==> config.mk <==
export PLATFORM = sky130hd
export DESIGN_NAME = scmi_mbox_multi
export DESIGN_NICKNAME = d
export VERILOG_FILES = /design/src/rtl/scmi_mbox_pkg.sv /design/src/rtl/scmi_mbox_channel.sv /design/src/rtl/scmi_mbox_multi.sv
export SDC_FILE = /design/constraint.sdc
export NUM_CORES = 2
export LEC_CHECK = 0
export BUFFER_PORTS_ARGS = -buffer_cell sky130_fd_sc_hd__buf_2
export CAP_MARGIN = 20
export CORE_MARGIN = 3
export CORE_UTILIZATION = 55
export DETAILED_ROUTE_END_ITERATION = 8
export PLACE_DENSITY = 0.82
export SLEW_MARGIN = 20
export SYNTH_ARGS = -nofsm -noshare
export SYNTH_HDL_FRONTEND = slang
export SYNTH_HIERARCHICAL = 1
export SYNTH_SLANG_ARGS = --single-unit
==> constraint.sdc <==
create_clock -name clk_i -period 3.3 [get_ports clk_i]
set_input_delay 0.495 -clock clk_i [delete_from_list [all_inputs] [get_ports clk_i]]
set_output_delay 0.495 -clock clk_i [all_outputs]
set_load 0.005 [all_outputs]
==> src/rtl/scmi_mbox_pkg.sv <==
// Shared types and constants for the multi-channel SCMI mailbox.
// Word offsets are 32-bit word indices within a 256-byte channel window.
package scmi_mbox_pkg;

  typedef enum logic [1:0] {
    FREE = 2'd0,
    BUSY = 2'd1,
    DONE = 2'd2
  } chan_state_e;

  localparam int unsigned ChanWindowBytes = 256;

  localparam logic [5:0] STATUS       = 6'd0;
  localparam logic [5:0] FLAGS        = 6'd1;
  localparam logic [5:0] LENGTH       = 6'd2;
  localparam logic [5:0] DOORBELL     = 6'd3;
  localparam logic [5:0] COMPLETION   = 6'd4;
  localparam logic [5:0] PAYLOAD_BASE = 6'd8;

  typedef struct packed {
    logic        valid;
    logic        write;
    logic [31:0] addr;
    logic [31:0] wdata;
    logic [3:0]  wstrb;
  } scmi_reg_req_t;

  typedef struct packed {
    logic        ready;
    logic [31:0] rdata;
    logic        error;
  } scmi_reg_rsp_t;

endpackage

==> src/rtl/scmi_mbox_channel.sv <==
// One mailbox channel: FREE/BUSY/DONE protocol FSM, flags, length and payload.
// The parent only asserts wr_en for accesses it has already decoded as valid.
module scmi_mbox_channel
  import scmi_mbox_pkg::*;
#(
  parameter int unsigned PayloadWords = 16
) (
  input  logic        clk_i,
  input  logic        rst_ni,
  input  logic        wr_en,
  input  logic [5:0]  word,
  input  logic [31:0] wdata,
  input  logic [3:0]  wstrb,
  output logic [31:0] rdata,
  output logic        irq_doorbell,
  output logic        irq_completion,
  output logic        busy
);

  localparam int unsigned PIdxW = (PayloadWords > 1) ? $clog2(PayloadWords) : 1;

  chan_state_e state;
  logic        err;
  logic        intr_en;
  logic [15:0] length;
  logic [31:0] payload [PayloadWords];
  logic [5:0]  pword;
  logic [PIdxW-1:0] pidx;
  logic        unused_pword;

  assign pword        = word - PAYLOAD_BASE;
  assign pidx         = pword[PIdxW-1:0];
  assign unused_pword = ^pword;

  // A release that fails the protocol check must win over an err clear in the same write.
  always_ff @(posedge clk_i or negedge rst_ni) begin
    if (!rst_ni) begin
      state   <= FREE;
      err     <= 1'b0;
      intr_en <= 1'b0;
      length  <= '0;
      payload <= '{default: '0};
    end else if (wr_en) begin
      if (word >= PAYLOAD_BASE) begin
        for (int b = 0; b < 4; b++) begin
          if (wstrb[b]) payload[pidx][8*b +: 8] <= wdata[8*b +: 8];
        end
      end else if (wstrb[0]) begin
        case (word)
          STATUS: begin
            if (wdata[0] && state == DONE) state <= FREE;
            if (wdata[0] && state != DONE) err <= 1'b1;
            else if (wdata[3])             err <= 1'b0;
          end
          FLAGS:  intr_en <= wdata[0];
          LENGTH: length  <= wdata[15:0];
          DOORBELL: begin
            if (wdata[0]) begin
              if (state == FREE) state <= BUSY;
              else               err   <= 1'b1;
            end
          end
          COMPLETION: begin
            if (wdata[0]) begin
              if (state == BUSY) state <= DONE;
              else               err   <= 1'b1;
            end
          end
          default: ;
        endcase
      end
    end
  end

  always_comb begin
    rdata = '0;
    case (word)
      STATUS:     rdata = {28'b0, err, state == DONE, state == BUSY, state == FREE};
      FLAGS:      rdata = {31'b0, intr_en};
      LENGTH:     rdata = {16'b0, length};
      DOORBELL:   rdata = {31'b0, state == BUSY};
      COMPLETION: rdata = {31'b0, state == DONE};
      default:    if (word >= PAYLOAD_BASE) rdata = payload[pidx];
    endcase
  end

  assign irq_doorbell   = (state == BUSY);
  assign irq_completion = (state == DONE) && intr_en;
  assign busy           = (state != FREE);

endmodule

==> src/rtl/scmi_mbox_multi.sv <==
// Multi-channel SCMI mailbox on a 32-bit reg bus: decodes channel/word,
// fans writes out to the channels and muxes read data back.
module scmi_mbox_multi
  import scmi_mbox_pkg::*;
#(
  parameter int unsigned NumChannels  = 2,
  parameter int unsigned PayloadWords = 16,
  parameter int unsigned AddrWidth    = 32,
  parameter type reg_req_t = scmi_mbox_pkg::scmi_reg_req_t,
  parameter type reg_rsp_t = scmi_mbox_pkg::scmi_reg_rsp_t
) (
  input  logic                   clk_i,
  input  logic                   rst_ni,
  input  reg_req_t               reg_req_i,
  output reg_rsp_t               reg_rsp_o,
  output logic [NumChannels-1:0] irq_doorbell_o,
  output logic [NumChannels-1:0] irq_completion_o,
  output logic [NumChannels-1:0] chan_busy_o
);

  localparam int unsigned ChanW = (NumChannels > 1) ? $clog2(NumChannels) : 1;

  logic [AddrWidth-1:0] addr;
  logic [ChanW-1:0]     chan_idx;
  logic [5:0]           word;
  logic [5:0]           pword;
  logic                 chan_ok;
  logic                 word_ok;
  logic                 hit;
  logic [31:0]          chan_rdata [NumChannels];
  logic                 unused_addr;

  assign addr        = reg_req_i.addr[AddrWidth-1:0];
  assign chan_idx    = addr[8 +: ChanW];
  assign word        = addr[7:2];
  assign pword       = word - PAYLOAD_BASE;
  assign unused_addr = ^addr[1:0];

  // Any set address bit above the channel field selects a non-existent channel.
  assign chan_ok = ((addr >> (8 + ChanW)) == '0) && (32'(chan_idx) < NumChannels);
  assign word_ok = (word <= COMPLETION) ||
                   ((word >= PAYLOAD_BASE) && (32'(pword) < PayloadWords));
  assign hit     = reg_req_i.valid && chan_ok && word_ok;

  for (genvar c = 0; c < NumChannels; c++) begin : g_chan
    scmi_mbox_channel #(
      .PayloadWords(PayloadWords)
    ) u_chan (
      .clk_i         (clk_i),
      .rst_ni        (rst_ni),
      .wr_en         (hit && reg_req_i.write && (32'(chan_idx) == c)),
      .word          (word),
      .wdata         (reg_req_i.wdata),
      .wstrb         (reg_req_i.wstrb),
      .rdata         (chan_rdata[c]),
      .irq_doorbell  (irq_doorbell_o[c]),
      .irq_completion(irq_completion_o[c]),
      .busy          (chan_busy_o[c])
    );
  end

  always_comb begin
    reg_rsp_o       = '0;
    reg_rsp_o.ready = 1'b1;
    reg_rsp_o.error = reg_req_i.valid && !(chan_ok && word_ok);
    if (hit) reg_rsp_o.rdata = chan_rdata[chan_idx];
  end

endmodule

Yosys cells after proc, flatten, opt, wreduce, memory -nomap -nowiden
Index checks and enable logic that the tools add are counted.
- add/sub/neg operators: 1
- multipliers: 0
- divide/modulo/power cells: 0
- order comparisons: 6
- equal/unequal tests: 24
- shift operators: 0
- muxes and demuxes: 75
- bitwise logic cells: 4
- reductions and logical operators: 34
- operators with widths (cell ; number):
    $mux 512 ; 20
    $bwmux 512 ; 8
    $demux 32 s4 ; 4
    $mux 32 ; 11
    $pmux 32 s5 ; 2
    $bmux 32 s4 ; 2
    $reduce_and 9->1 ; 4
    $logic_not 32->1 ; 1
    $mux 24 ; 1
    $mux 2 ; 10
    $mux 16 ; 1
    $ne 2x2->1 const B ; 8
    $reduce_and 4->1 ; 4
    $logic_and 1x1->1 ; 15
    $eq 6x2->1 const B ; 2
    $ne 2x1->1 const B ; 6
    $pmux 2 s3 ; 2
    $mux 1 ; 11
    $mux 8 ; 1
    $eq 6x1->1 const B ; 1
    $eq 6x3->1 const B ; 1
    $ge 6x4->1 const B ; 1
    $le 6x3->1 const B ; 1
    $logic_not 6->1 ; 1
    18 further kinds ; 26
- register bits after elaboration: 1064
- bits in latches: 0
- RAM bits: 0
- ROM bits: 0
- input bits: 72
- output and inout bits: 40
- word-level logic and storage cells: 184
- memories: 0

Depth between registers and ports, before layout
- depth in word-level cells: 20
- mapped depth: 11
- gate-level depth less buffers: 10

By module
Netlist, hierarchy kept.
- by module, submodules not included (module ; times used ; cells each ; area an instance (um^2) ; sequential area each (um^2)):
    scmi_mbox_channel (g_chan[1].u_chan) ; 1 ; 1686 ; 24850.1 ; 13312.8
    scmi_mbox_channel (g_chan[0].u_chan) ; 1 ; 1610 ; 24805.0 ; 13312.8
    scmi_mbox_multi ; 1 ; 98 ; 814.5 ; 0.0

Least setup slack after synthesis
OpenSTA, ideal clock, no wires.
- path type: input port to flip-flop
- from: in reg_req_i[41] (netlist name)
- to: reg g_chan[0].u_chan.length[11]
- library setup time: 0.125 ns
- arrival: 2.835 ns
- required time: 3.175 ns
- path slack: 0.340 ns
- stages on the path: 10
- buffers on the path: 1
- cell sequence: inv_1 ha_1 nor2b_1 o221ai_2 a211oi_4 and4b_1 nand4b_1 nor4_4 buf_4 mux2_2
- longest elaborated chain between the ends: 8
- elaborated cells on any way between the ends: 12
- classes of those cells: 1 x add/sub; 3 x order compare; 1 x eq/ne; 1 x bitwise; 6 x reduce/logical
- RTL lines (what ; RTL line ; source):
    start: declaration ; scmi_mbox_multi.sv:14 ; input reg_req_t reg_req_i,
    $sub 6x4->6 ; - ;
    $lt 6x5->1 ; scmi_mbox_multi.sv:42 ; ((word >= PAYLOAD_BASE) && (32'(pword) < PayloadWords));
    $logic_and 1x1->1 ; scmi_mbox_multi.sv:42 ;
    $logic_or 1x1->1 ; scmi_mbox_multi.sv:41 ; assign word_ok = (word <= COMPLETION) ||
    $logic_and 1x1->1 ; scmi_mbox_multi.sv:43 ; assign hit = reg_req_i.valid && chan_ok && word_ok;
    $logic_and 1x1->1 (2 in a row) ; scmi_mbox_multi.sv:51 ; .wr_en (hit && reg_req_i.write && (32'(chan_idx) == c)),
    $reduce_and 4->1 (no line) * ; - ;
    end signal: assignment ; scmi_mbox_channel.sv:56 ; LENGTH: length <= wdata[15:0];
    end: declaration ; scmi_mbox_channel.sv:25 ; logic [15:0] length;
Mark *: on every way between the ends. The rest lies on a longest branch, timed or not.
A chain may end at the register's enable or synchronous reset.

==> summary.md <==
| Metric | Value |
|---|---|
| Outcome | `finished, violations left` |
| Failing checks | `negative setup slack` |
| Cell Pwr Density | `468 mW/mm2` |
| WL/cell | `26.4 um` |
| Vias in the first global route | `32300` |
| Top routing layer used | `met5` |
| CORE AREA | `0.0906 mm2` |
| Final slew viol count | `0` |
| FILL cells | `6380` |
| Max-cap viol count | `0` |
| Syn avg cell area | `14.9 um2` |
| Clk sink count | `1064` |
| Peak VDD IR | `541 uV` |
| First-pass GRT wire length | `198000 um` |
| Met3 Routed Length | `9640 um` |
| Final setup fails | `3` |
| Grt total ovfl | `0` |
| Final wirelength | `129000 um` |
| Row count | `110` |
| Vias/cell | `6.33` |
| Clk buf depth | `3` |
| Part of the cycle the worst path needs | `100%` |
| Post-route setup TNS | `-0.0205 ns` |
| FF+latch count, synth | `1064` |
| Leak | `28.5 nW` |
| Cell mode on critical path | `mux2_4` |
| Async set-or-reset flop fraction in the synthesized netlist | `100%` |
| Fin Hold WS | `0.328 ns` |
| DRT Pass-1 Iters | `5` |
| Wl on met1 | `54100 um` |
| Largest net degree at the start of global routing | `131` |
| Die ar. | `0.0954 mm2` |
| Syn Std Cell Area | `0.0505 mm2` |
| Nets@finish | `3679` |
| Clock latency on the worst-skew pair | `0.68 ns` |
| Relative slew margins | `22.2%` |
| Yosys cell types | `69` |
| Synth Flop Type | `dfrtp_1` |
| Cell count after synthesis | `3394` |
| Initial Util | `55.7%` |
| Seq/Total Area, Yosys | `52.8%` |
| Clock root buffer master | `clkbuf_16` |
| Total global-route track usage | `27.1%` |
| Crit path largest cell delay | `0.50 ns` |
| Slowest-stage cell, CP | `mux4_2` |
| Core Util, Final | `63.7%` |
| Antenna violations before repair | `7` |
| Placer Congestion | `0.856` |
| Die Wd | `309 um` |
| CTS tree | `done` |
| Worst endpoint required time | `2.80 ns` |
| Crit Path Class | `reg2out` |
| Clock transition at path regs | `0.06 ns` |
| Final ANT Viol Nets | `0` |
| Share of layout cells above drive strength 1 | `53.8%` |
| Die Y-Extent | `309 um` |
| Io pins | `112` |
| WP data arrival | `2.81 ns` |
| Final Worst Setup Slack | `-0.00886 ns` |
| Most frequent cells in the layout | `mux2_2 (1090), dfrtp_1 (1064), mux4_2 (192)` |
| PortBufs | `108` |
| Fmax | `0.302 GHz` |
| Critical path peak fanout | `2` |
| Post-synth EDFFs | `0` |
| Clock Skew | `0.00894 ns` |
| Crit path max-delay family | `multiplexers` |
| Startpoint types | `register` |
| Unrepaired setup endpoints after global routing | `yes` |
| Synthesis Warnings | `6` |
| Num CTS Buffers | `106` |
| H-tree depth | `3` |
| Number of buffers and inverters on the critical path | `1` |
| Total power | `27.0 mW` |
| CP Cell Sequence | `mux4_2 -> mux2_4 -> a221o_1 -> mux2_4 -> and3_4 -> buf_6` |
| Period minus WS final | `3.31 ns` |
| Hold Crit Class | `in2reg` |
| Detailed Route Iter0 Violations | `2564` |
| Met2 routed WL | `60200 um` |
| Mapped Nets | `3467` |
| Number of hold violations in the final report | `0` |
| Routed via count | `30900` |
| DP HPWL | `82700 um` |
| Critical Path Sink Type | `output pin` |
| Drc violations | `0` |
| P&R area growth vs syn | `14.2%` |
| Most common cell after layout, fill and taps aside | `mux2_2` |
| Tightest Pin Transition | `1.16 ns` |
path summary, 6_finish.rpt:
path                            slack, ns                             to                          start  cells past startpoint
worst max-delay path               -0.009                   reg_rsp_o[9]  g_chan[0].u_chan/payload[392]                      6
worst min-delay path                 0.33       g_chan[1].u_chan/intr_en                   reg_req_i[0]                      3
worst min register to register       0.48  g_chan[1].u_chan/payload[224]  g_chan[1].u_chan/payload[224]                      2
max in group asynchronous            1.74  g_chan[1].u_chan/payload[489]                         rst_ni                      4
worst max register to register       1.68           g_chan[0].u_chan/err      g_chan[0].u_chan/state[0]                      4
min in group asynchronous            0.36     g_chan[1].u_chan/length[4]                         rst_ni                      2
per-stage QoR:
stage / setup WS, ns / instance area [um2] / instances
2_1_floorplan: 0.340 / 50500 / 3394
3_3_place_gp: -0.162 / 53400 / 4651
3_5_place_dp: -0.244 / 53400 / 4651
4_1_cts: -0.0380 / 57400 / 4858
5_1_grt: -0.0717 / 57600 / 4875
6_report: -0.00886 / 57600 / 4878
cells in the mapped netlist, types with 21 or more instances:
library cell / n / area, um2
nor2_1: 21 / 78.8
o21ai_0: 70 / 350
a221o_1: 24 / 240
clkbuf_1: 102 / 383
mux2_2: 1112 / 12500
nand2_2: 83 / 519
buf_2: 51 / 255
a22oi_1: 39 / 293
nor2_4: 40 / 450
buf_4: 26 / 195
nand2_1: 160 / 601
mux4_2: 192 / 4320
mux2i_1: 137 / 1370
and3_1: 43 / 269
dfrtp_1: 1064 / 26600
a211oi_1: 25 / 188
layer usage:
| metal | up-vias | track usage (%) |
|---|---|---|
| met5 | - | 0 |
| met4 | 4 | 9.20 |
| met1 | 16300 | 38.0 |
| met2 | 1126 | 42.8 |
| li1 | 13100 | - |
| met3 | 298 | 5.42 |
layout make-up:
cell class | count | area, um2 | area share (%)
multi-input cells | 2116 | 23000 | 39.9
well taps | 1176 | 1470 | 2.55
diodes | 5 | 12.5 | 0.0217
clock inverters | 43 | 454 | 0.788
repair buffers | 309 | 2900 | 5.03
clock buffers | 156 | 3180 | 5.51
flip-flops and latches | 1064 | 26600 | 46.2
inverters | 9 | 33.8 | 0.0586
what timing repair did:
item,4_1_cts,5_1_grt
setup endpoints to repair,22,21
hold buffers,1,0
gates resized for setup,54,16
buffers inserted,5,12
endpoints found under the hold margin,20,0
gates cloned,2,3
pin swaps,6,3
cell families (layout without fill, tap and decap cells):
kind of cell | after synthesis | in the layout | synth area share, %
AOI/OAI and AO/OA | 194 | 194 | 2.70
adders and majority gates | 1 | 1 | 0.0248
buffers and inverters | 214 | 517 | 2.13
DFF | 1064 | 1064 | 52.8
muxes | 1467 | 1467 | 36.7
other | 1 | 6 | 0.00743
and+or+nand+nor | 453 | 453 | 5.64
sequential cells by signal (all words and copies together), names as in the netlist:
signal and flops:
g_chan.u_chan/payload 1024, g_chan.u_chan/intr_en 2, g_chan.u_chan/length 32, g_chan.u_chan/err 2
g_chan.u_chan/state 4
worst min-delay path: stages:
cell and delay, ns:
buf_2 0.23, nand4_1 0.14, o21ai_0 0.08
report_power, final:
group,internal [mW],switching [mW]
registers,13.0,0.0000000510
clock network,7.23,5.22
logic,0.465,1.04
Note: power is estimated with default switching activity, not from simulation.
